## config.mk

```make
export PLATFORM = sky130hd
export DESIGN_NAME = decoder_scan_ctrl
export DESIGN_NICKNAME = d
export VERILOG_FILES = /design/src/rtl/decoder_scan_ctrl.sv
export SDC_FILE = /design/constraint.sdc
export NUM_CORES = 1
export LEC_CHECK = 0
export ABC_AREA = 1
export CORE_ASPECT_RATIO = 0.7
export CORE_MARGIN = 4
export CORE_UTILIZATION = 50
export DETAILED_ROUTE_END_ITERATION = 10
export PLACE_DENSITY = 0.91
export SKIP_LAST_GASP = 1
export SLEW_MARGIN = 20
export SYNTH_ARGS = -nofsm -noshare
export SYNTH_HDL_FRONTEND = slang
export SYNTH_SLANG_ARGS = --single-unit
```

## constraint.sdc

```tcl
create_clock -name clk -period 2.42 [get_ports clk]
set_input_delay 0.484 -clock clk [delete_from_list [all_inputs] [get_ports clk]]
set_output_delay 0.484 -clock clk [all_outputs]
set_load 0.01 [all_outputs]
```

## src/rtl/decoder_scan_ctrl.sv

```systemverilog
// decoder_scan_ctrl: registered, handshaked N-way select decoder.
// Captures an index command and drives a one-hot select vector, either held
// statically or auto-scanned up/down with wrap-around at N.
// Optional thermometer hold (mode 11) is built when DECODER_SCAN_THERMO_EN
// is defined; otherwise mode 11 behaves as a one-hot direct hold.
module decoder_scan_ctrl #(
    parameter  int N        = 64,
    parameter  int SCAN_DIV = 4,
    localparam int AW       = $clog2(N)
) (
    input  logic          clk,
    input  logic          rst_n,
    input  logic          enable,
    input  logic          in_valid,
    output logic          in_ready,
    input  logic [1:0]    mode,
    input  logic [AW-1:0] a,
    input  logic          scan_stop,
    output logic [N-1:0]  y,
    output logic          y_valid,
    output logic [AW-1:0] idx,
    output logic          wrap,
    output logic          err
);

    localparam int            CW       = (SCAN_DIV > 1) ? $clog2(SCAN_DIV) : 1;
    localparam logic [CW-1:0] CNT_LAST = CW'(SCAN_DIV - 1);
    localparam logic [AW-1:0] IDX_LAST = AW'(N - 1);
    localparam logic [AW:0]   N_LIM    = (AW + 1)'(N);

    typedef enum logic [1:0] {
        IDLE,
        HOLD,
        SCAN
    } state_t;

    state_t        state, state_n;
    logic [CW-1:0] cnt, cnt_n;
    logic          down, down_n;
    logic [AW-1:0] idx_n;
    logic [N-1:0]  y_n;
    logic          y_valid_n;
    logic          wrap_q, wrap_n;
    logic          err_q, err_n;

    logic          accept;
    logic          in_range;
    logic          is_scan;
    logic [AW-1:0] step_idx;
    logic          step_wraps;
    logic [N-1:0]  cmd_y;

    function automatic logic [N-1:0] onehot(input logic [AW-1:0] i);
        return {{(N-1){1'b0}}, 1'b1} << i;
    endfunction

`ifdef DECODER_SCAN_THERMO_EN
    // Bits 0..i set: shift an all-ones word right by (N-1-i).
    function automatic logic [N-1:0] thermo(input logic [AW-1:0] i);
        return {N{1'b1}} >> (IDX_LAST - i);
    endfunction
`endif

    assign in_ready = rst_n & enable & (state != SCAN);
    assign accept   = in_valid & in_ready;
    assign in_range = ({1'b0, a} < N_LIM);
    assign is_scan  = (mode == 2'b01) || (mode == 2'b10);
    assign wrap     = wrap_q & enable;
    assign err      = err_q & enable;

    // Select pattern for an accepted in-range command.
    always_comb begin
        cmd_y = onehot(a);
`ifdef DECODER_SCAN_THERMO_EN
        if (mode == 2'b11) begin
            cmd_y = thermo(a);
        end
`endif
    end

    // Next scan index with wrap at N (not 2^AW).
    always_comb begin
        step_idx   = idx;
        step_wraps = 1'b0;
        if (down) begin
            if (idx == '0) begin
                step_idx   = IDX_LAST;
                step_wraps = 1'b1;
            end else begin
                step_idx = idx - AW'(1);
            end
        end else begin
            if (idx == IDX_LAST) begin
                step_idx   = '0;
                step_wraps = 1'b1;
            end else begin
                step_idx = idx + AW'(1);
            end
        end
    end

    // Next-state and registered-output computation.
    always_comb begin
        state_n   = state;
        cnt_n     = cnt;
        down_n    = down;
        idx_n     = idx;
        y_n       = y;
        y_valid_n = y_valid;
        wrap_n    = 1'b0;
        err_n     = 1'b0;
        if (!enable) begin
            state_n   = IDLE;
            cnt_n     = '0;
            y_n       = '0;
            y_valid_n = 1'b0;
        end else begin
            unique case (state)
                IDLE, HOLD: begin
                    if (accept) begin
                        if (!in_range) begin
                            state_n   = IDLE;
                            y_n       = '0;
                            y_valid_n = 1'b0;
                            err_n     = 1'b1;
                        end else begin
                            state_n   = is_scan ? SCAN : HOLD;
                            down_n    = (mode == 2'b10);
                            cnt_n     = '0;
                            idx_n     = a;
                            y_n       = cmd_y;
                            y_valid_n = 1'b1;
                        end
                    end
                end
                SCAN: begin
                    if (scan_stop) begin
                        state_n = HOLD;
                        cnt_n   = '0;
                    end else if (cnt == CNT_LAST) begin
                        cnt_n  = '0;
                        idx_n  = step_idx;
                        y_n    = onehot(step_idx);
                        wrap_n = step_wraps;
                    end else begin
                        cnt_n = cnt + CW'(1);
                    end
                end
                default: begin
                    state_n   = IDLE;
                    y_n       = '0;
                    y_valid_n = 1'b0;
                end
            endcase
        end
    end

    // State register.
    always_ff @(posedge clk or negedge rst_n) begin
        if (!rst_n) begin
            state <= IDLE;
        end else begin
            state <= state_n;
        end
    end

    // Datapath registers: select vector, index, step counter, pulses.
    always_ff @(posedge clk or negedge rst_n) begin
        if (!rst_n) begin
            cnt     <= '0;
            down    <= 1'b0;
            idx     <= '0;
            y       <= '0;
            y_valid <= 1'b0;
            wrap_q  <= 1'b0;
            err_q   <= 1'b0;
        end else begin
            cnt     <= cnt_n;
            down    <= down_n;
            idx     <= idx_n;
            y       <= y_n;
            y_valid <= y_valid_n;
            wrap_q  <= wrap_n;
            err_q   <= err_n;
        end
    end

endmodule

```

# After elaboration in Yosys (flattened, before gate mapping)
# Cells that the tools add are included.
dict set report word_totals {
  reg_bits 77
  word_cells 75
  in_bits 13
}
dict set report op_classes {
  add_sub_neg 3
  n_shift 2
  n_bitwise 4
  eq_ne 16
  n_reduce_logical 11
  mux 32
}
# cell count
set op_table {}
lappend op_table {{two-way mux 64 bit} 4}
lappend op_table {{one-hot mux 64 bit (2 select lines)} 1}
lappend op_table {{<< shifter 1 x 6 -> 64 bit, first input constant} 2}
lappend op_table {{two-way mux 6 bit} 6}
lappend op_table {{two-way mux 2 bit} 8}
lappend op_table {{inequality test 3 bit, second input constant} 4}
lappend op_table {{one-hot mux 6 bit (2 select lines)} 1}
lappend op_table {{inequality test 2 bit, second input constant} 5}
lappend op_table {{two-way mux 1 bit} 9}
lappend op_table {{one-hot mux 2 bit (2 select lines)} 2}
lappend op_table {{adder 6 x 1 -> 6 bit, second input constant} 1}
lappend op_table {{== test 2 bit, second input constant} 3}
lappend op_table {{== test 6 bit, second input constant} 1}
lappend op_table {{logical NOT 6 bit} 1}
lappend op_table {{AND reduction 2 bit} 3}
lappend op_table {{AND reduction 3 bit} 2}
lappend op_table {{subtractor 6 x 1 -> 6 bit, second input constant} 1}
lappend op_table {{AND reduction 5 bit} 1}
lappend op_table {{AND 1 bit} 4}
lappend op_table {{== test 2 x 1 -> 1 bit, second input constant} 2}
lappend op_table {{inequality test 3 x 1 -> 1 bit, second input constant} 1}
lappend op_table {{adder 2 x 1 -> 2 bit, second input constant} 1}
lappend op_table {{logical NOT 2 bit} 1}
lappend op_table {{one-hot mux 1 bit (2 select lines)} 1}
lappend op_table {{3 further kinds} 3}

# Longest topological paths before layout
# Gate-level depths: netlist of run 1.
dict set report depth {
  depth_word 8
  mapped_depth 13
  mapped_depth_nobuf 12
}

# Least setup slack after synthesis of run 1
# No wires, ideal clock.
dict set report synth_path {
  path_kind {reg2reg}
  startpoint {register idx[0]}
  endpoint {register y[44]}
  setup_slack_ps 571
  path_stages_with_launch 11
  period_less_slack_ps 1849
  setup_ps 66
  required_time_ps 2354
  arrival_ps 1783
  cell_sequence {dfrtp_1 inv_1 ha_1 nand3_1 nand2_1 nor2_1 nor2_1 nor2_2 buf_2 nand3_1 nand2_1}
}
dict set report synth_between {
  elab_chain_len 8
  elab_cells_between_ends 12
  cone_classes {add/sub (2); eq/ne (1); shift (1); mux (7); reduce/logical (1)}
}
# element line_no
set synth_rtl {}
lappend synth_rtl {{from (decl)} 21} ;# output logic [AW-1:0] idx,
lappend synth_rtl {{from (signal assigned)} 180} ;# idx <= idx_n;
lappend synth_rtl {{adder 6 x 1 -> 6 bit, or another cell as far along} 97} ;# step_idx = idx + AW'(1);
lappend synth_rtl {{two-way mux 6 bit (on tied branches)} {93, 86}}
lappend synth_rtl {{two-way mux 6 bit *} 85} ;# if (down) begin
lappend synth_rtl {{<< shifter 1 x 6 -> 64 bit *} 54} ;# return {{(N-1){1'b0}}, 1'b1} << i;
lappend synth_rtl {{two-way mux 64 bit *} 140} ;# end else if (cnt == CNT_LAST) begin
lappend synth_rtl {{two-way mux 64 bit *} 137} ;# if (scan_stop) begin
lappend synth_rtl {{one-hot mux 64 bit (2 select lines) *} 118} ;# unique case (state)
lappend synth_rtl {{two-way mux 64 bit *} 112} ;# if (!enable) begin
lappend synth_rtl {{to (signal assigned)} 181} ;# y <= y_n;
lappend synth_rtl {{to (decl)} 19} ;# output logic [N-1:0] y,
# Every way passes the cells marked *; elsewhere a longest branch is shown, timed or not. The select of a mux whose other input is x is not followed.
# A chain may end at the register's enable or synchronous reset.

# Worst setup path in the final report of run 1
dict set report layout_path {
  startpoint {register idx[1]}
  endpoint {register y[61]}
}
# The elaborated chain is that of the path after synthesis.

==> results.txt, run 1 <==
Outcome: completed
Initial antenna violation count: 0
Total GRT Usage: 0.236
Pre-Repair DR Iteration Count: 6
Kind of critical path: flip-flop to flip-flop
Die area: 0.00894 mm^2
R2r setup slk: 160 ps
PD cells: 660 mW/mm^2
IO Count: 87
Fin util: 0.672
Data arrival time of the worst path: 2560 ps
Gr ovfl total: 0
Initial Utilization: 0.513
Seq/Total Area, Yosys: 0.516
RSZ-0062 raised after global routing: yes
Grt met1 use: 0.345
Yosys warns: 0
Crit. End Element: flip-flop
DR iter-0 viols: 274
Final ANT Viol Nets: 0
Post-Route WL: 10100 um
DR WL/cell: 15.7 um
Fin crit period: 2260 ps
First-pass GRT wire length: 16800 um
Clock buffer depth: 2
Comb pwr share: 0.229
Nets: 560
Crit path from: idx[1]$_DFFE_PN0P_
Syn_nets: 479
Top cells by area, synth: dfrtp_1 (52%), nand2_1 (17%), nand3_1 (9.9%)
Die Ht: 80.3 um
Clk root buf: clkbuf_8
Clk_lat worst skew: 350 ps
Number of global-route vias before repair: 3316
Min Hold Slack: 399 ps
Final period util: 0.936
Worst r2r src: idx[1]$_DFFE_PN0P_
Num CTS Buffers: 9
Clock Power Share: 0.327
Synth area leader: dfrtp_1
Slew margin rel.: 0.392
Detailed placer's ending HPWL: 7260 um
Fin Clk Skew: 7.88 ps
Crit-path max FO: 17
Area delta synth->final: 31.1%
Final slew viol count: 0
Reg clk slew, reported paths: 80 ps
Avg Inst Size Synth: 8.10 um^2
Switching pwr: 1.04 mW
Startpoint Class: flip-flop
Flops & latches, synth: 77
TritonCTS clock tree: built
Final hold vios: 0
Distinct cells, synth: 32
P_int: 2.19 mW
DRC errors left: 0
Via-per-instance ratio: 5.38
# diodes: 0
Setup violators final: 0
Setup TNS: 0 ps
Port Buffers: 85
Largest net degree at the start of global routing: 74
Net Sw Frac: 0.321
Peak Freq: 442 MHz
Leak pwr: 2.41 nW
Max H-tree Level: 3
Reg2reg end: y[61]$_DFFE_PN0P_
Max-cap violations: 0
Area of the core: 0.00729 mm^2
Core Rows: 26
GR peak layer: met2
Routed via count: 3468
Top cell type's share of synthesized area: 0.516
Crit path capture: y[61]$_DFFE_PN0P_
Layout cells sized above 1: 0.101
Critical Path RT: 2710 ps
Die X: 111 um
GR Util met3: 0.0663
Tightest Pin Transition: 911 ps
Post-synthesis cell area: 0.00374 mm^2
CTS sink cnt: 77
Worst hold path type: input pin to asynchronous set/reset pin
R2r worst-path depth: 10
RD Place Congestion: 0.908
Cells after synthesis: 461
GRT met2 Usage: 0.363
Sequential fraction of design power: 0.444
Peak VDD IR: 345 uV
layout by cell type (no fill, tap or decap), drive strengths merged, types with 3 or more instances in the layout:
cell type      netlist  routed
ha                   5       5
clkdlybuf4s50        0      84
o21ai               30      30
dfrtp               77      77
nor3                 3       3
buf                 19       8
nand3               76      76
nor2                33      33
nand2              173     173
inv                 25      27
or2                  5       5
clkbuf               4      10
synth_stat cells:
library cell / number
a21oi_4: 1
a22o_1: 1
a31oi_1: 1
buf_1: 2
buf_2: 11
buf_4: 2
buf_6: 4
clkbuf_1: 4
clkinv_2: 1
conb_1: 1
dfrtp_1: 77
ha_1: 5
inv_1: 23
inv_2: 1
inv_4: 1
nand2_1: 169
nand2_2: 3
nand2_4: 1
nand3_1: 74
nand3_2: 1
nand3_4: 1
nand4_1: 2
nor2_1: 21
nor2_2: 11
nor2_8: 1
nor3_1: 3
o211ai_1: 1
o21ai_0: 27
o21ai_1: 3
or2_2: 5
xnor2_1: 2
xor2_1: 1
power by group through the flow:
stage / Sequential [mW] / Clock, mW / Combinational, mW
floorplan: 1.43 / 0 / 0.483
global placement: 1.45 / 0 / 0.710
detailed placement: 1.45 / 0 / 0.730
CTS: 1.43 / 1.07 / 0.734
global route: 1.44 / 1.12 / 0.815
finish: 1.43 / 1.06 / 0.739
cell families after synthesis:
logic type / Yosys count / synth area share
AOI/OAI and AO/OA: 34 / 0.0506
xor gates and xnor gates: 3 / 0.00703
adders and majority gates: 5 / 0.0167
buffers and inverters: 49 / 0.0640
DFF: 77 / 0.516
other: 1 / 0.00100
and+or+nand+nor: 292 / 0.345
state kept, by name (all words and copies together) (netlist names):
register  flops
wrap_q        1
idx           6
down          1
y_valid       1
y            64
cnt           2
state         2
timing repair:
item | 4_1_cts | 5_1_grt
setup buffers | 0 | 0
hold endpoints to repair | 4 | 0
resized for setup | 0 | 5
hold buffers | 1 | 0
setup endpoints to repair | 0 | 33
area by class of cell:
| cell class | count | area, um^2 |
|---|---|---|
| repair buffers | 93 | 948 |
| inverters | 26 | 103 |
| clock buffers | 10 | 128 |
| well taps | 98 | 123 |
| fillers | 606 | 2390 |
| clock inverters | 6 | 86.3 |
| flip-flops and latches | 77 | 1930 |
| multi-input cells | 335 | 1580 |
per-layer routing:
metal | share of wire | wire length (um) | vias up
met2 | 0.45 | 4550 | 173
met5 | 0 | 0 | -
met4 | 0.0071 | 72 | 0
met3 | 0.093 | 947 | 12
met1 | 0.45 | 4570 | 1653
li1 | - | - | 1630
worst min-delay path by stage:
stage	endpoint	slack, ps	depth (start not counted)
after global routing	state[1]$_DFFE_PN0P_	480	2
after floorplan	cnt[0]$_DFFE_PN0P_	190	0
final	state[1]$_DFFE_PN0P_	400	2
after detailed placement	y[21]$_DFFE_PN0P_	310	1
after CTS	state[1]$_DFFE_PN0P_	440	2
after global placement	y[5]$_DFFE_PN0P_	300	1
worst max-delay path: stages (launching register included):
cell and delay (ps):
dfrtp_1 470, ha_1 260, nand3_1 120, nor2_1 60, nor2_1 280, nand2_1 120, nand3_1 110, nand2_2 220
nor2_1 370, nand3_1 130, nand2_1 70
stage by stage:
stage	power, mW	std cells	setup slack, ps	instance area [um^2]
after floorplan	1.91	461	571	3740
after global placement	2.16	628	161	4660
after detailed placement	2.18	628	95.5	4660
after CTS	3.23	645	84.4	4890
after global routing	3.38	645	4.90	4900
final	3.23	645	156	4900
Power figures use the tool's default switching activity.
==> inputs of run 2 (changes only) <==
--- a/config.mk
+++ b/config.mk
@@ -12,2 +12,3 @@
 export DETAILED_ROUTE_END_ITERATION = 10
+export GPL_TIMING_DRIVEN = 1
 export PLACE_DENSITY = 0.91
--- a/constraint.sdc
+++ b/constraint.sdc
@@ -3,2 +3,2 @@
 set_output_delay 0.484 -clock clk [all_outputs]
-set_load 0.01 [all_outputs]
+set_load 0.02 [all_outputs]
==> run 2 against run 1 <==
  * Register-to-register slack barely moved
  * Cell count grew 0.16%
  * Die area unchanged
  * Largest cell class unchanged
  * Worst hold slack worse by 180 ps
  * Combinational power rose by 7.4%
  * First-iteration DRC count shrank 16%
  * Wire length up 2.1%
  * Clock power is 9.6% lower
  * Via count fell by 0.87%
  * Power decreased by 1.2%
==> results.txt, run 2 (synthesis results as in run 1) <==
Largest net degree at the start of global routing: 65 (-12%)
Post-Route WL: 10400 um (+2.1%)
Gr ovfl total: 0 (unchanged)
TritonCTS clock tree: built
Detailed placer's ending HPWL: 7490 um (+3.2%)
Die Ht: 80.3 um (unchanged)
Slowest cell on crit path: clkdlybuf4s50_1
Crit-path max FO: 4 (-13)
Tot Pwr: 3.19 mW (-1.2%)
Peak VDD IR: 344 uV (-0.24%)
Clk root buf: clkbuf_8
Largest reg by FF count: y
Largest regs: y x64, idx x6
Data arrival time of the worst path: 1860 ps (-700 ps)
Clock buffer depth: 2 (unchanged)
Clk_lat worst skew: 350 ps (about the same)
Met3 wire length: 780 um (-18%)
Tightest Pin Transition: 630 ps (-281 ps)
Layout cells sized above 1: 0.106 (+0.00529)
Final slew viol count: 0 (unchanged)
RSZ-0062 raised after global routing: yes
# diodes: 0 (unchanged)
Most frequent cells in the layout: nand2_1 (169), clkdlybuf4s50_1 (84), dfrtp_1 (76)
Startpoint Class: input pin
Initial Utilization: 0.513 (unchanged)
Die X: 111 um (unchanged)
Fin Clk Skew: 6.80 ps (-1.08 ps)
# hold bufs at CTS: 0 (-1)
Fin crit period: 2350 ps (+83.0 ps)
Peak Freq: 426 MHz (-3.5%)
Critical Path RT: 1940 ps (-770 ps)
Critical path, cell by cell: clkdlybuf4s50_1 > nand2_1 > nor2_2 > clkdlybuf4s50_1
RD Place Congestion: 0.918 (+1.1%)
Design Area, Final: 0.00489 mm^2 (-0.10%)
Via-per-instance ratio: 5.32 (-1.0%)
DR iter-0 viols: 231 (-16%)
PD cells: 653 mW/mm^2 (-1.1%)
Slew margin rel.: 0.580 (+0.187)
Die area: 0.00894 mm^2 (unchanged)
Worst stage delay on the critical path: 630 ps (+160 ps)
Num CTS Buffers: 9 (unchanged)
Reg clk slew, reported paths: 80 ps (about the same)
Final hold vios: 0 (unchanged)
IO Count: 87 (unchanged)
Most common cell after layout, fill and taps aside: nand2_1
Leak pwr: 2.40 nW (-0.59%)
DRC errors left: 0 (unchanged)
Core Rows: 26 (unchanged)
Number of global-route vias before repair: 3265 (-1.5%)
Crit path max-delay family: buffers and inverters
Total GRT Usage: 0.238 (+0.00165)
Routed via count: 3438 (-0.87%)
Top layer used by detailed routing: met4
DRT met1 WL: 4920 um (+7.7%)
Cell Area, Placed: 0.00468 mm^2 (+0.32%)
Initial antenna violation count: 0 (unchanged)
Pre-Repair DR Iteration Count: 5 (-1)
Fin util: 0.671 (-0.000687)
Nets: 561 (+0.18%)
Setup TNS: 0 ps (unchanged)
Max H-tree Level: 3 (unchanged)
Max-cap violations: 0 (unchanged)
Area of the core: 0.00729 mm^2 (unchanged)
Max reg flops: 64 (unchanged)
Final ANT Viol Nets: 0 (unchanged)
Port Buffers: 85 (unchanged)
DR WL/cell: 16.0 um (+2.0%)
Met2 WL: 4510 um (-0.88%)
Top cell by count, worst path: clkdlybuf4s50_1
Crit. End Element: primary output
First-pass GRT wire length: 16800 um (+0.33%)
Final period util: 0.970 (+0.0343)
Area delta synth->final: 30.9%
Worst hold path type: input pin to asynchronous set/reset pin
Crit path buf inv count: 2 (+2)
CTS sink cnt: 77 (unchanged)
Kind of critical path: input pin to primary output
Setup violators final: 0 (unchanged)
Outcome: completed
run 2: routing by layer:
layer,GRT usage,vias to the layer above
li1,-,1635
met1,0.347,1638
met2,0.353,150
met3,0.0587,15
met4,0.0693,0
met5,0,-
run 2: final cells by class:
cell class,instances,area (um^2)
timing repair buffer,94,953
inverter,26,106
fill,604,2390
clock buffer,11,131
sequential,77,1930
tap,98,123
clock inverter,5,61.3
multi-input combinational,335,1590
run 2: worst paths after layout:
kind / endpoint / slack, ps / depth (start not counted) / startpoint
setup / recovery: in_ready / 70 / 4 / enable
hold / removal: y[4]$_DFFE_PN0P_ / 220 / 2 / rst_n
setup reg to reg: y[17]$_DFFE_PN0P_ / 160 / 9 / idx[0]$_DFFE_PN0P_
hold reg to reg: y[9]$_DFFE_PN0P_ / 480 / 2 / y[9]$_DFFE_PN0P_
max in group asynchronous: idx[0]$_DFFE_PN0P_ / 1250 / 3 / rst_n
min in group clk: y[9]$_DFFE_PN0P_ / 480 / 2 / y[9]$_DFFE_PN0P_
run 2: timing repair:
action,CTS,global route
endpoints found under the hold margin,0,0
buffers inserted,0,0
gates resized for setup,0,7
setup endpoints to repair,0,44
run 2: where the power goes:
part           internal [mW]  total, mW  leakage (nW)  switching, mW
clock                  0.479      0.958        0.0858          0.480
sequential              1.34       1.44          1.06          0.102
combinational          0.285      0.794          1.25          0.509
run 2: metrics by stage:
| step | std cells | setup slack [ps] | hold WS [ps] |
|---|---|---|---|
| final | 646 | 72.8 | 222 |
| after global routing | 646 | -67.8 | 241 |
| after CTS | 646 | 69.6 | 228 |
| after detailed placement | 630 | 47.6 | 465 |
| after global placement | 630 | 102 | 464 |
| after floorplan | 461 | 482 | 188 |
==> inputs of run 3 (changes only) <==
- HOLD_SLACK_MARGIN: not set -> 0.06
==> results of run 3 <==
Same layout as run 2: the final DEF is identical, and so are final timing and power.
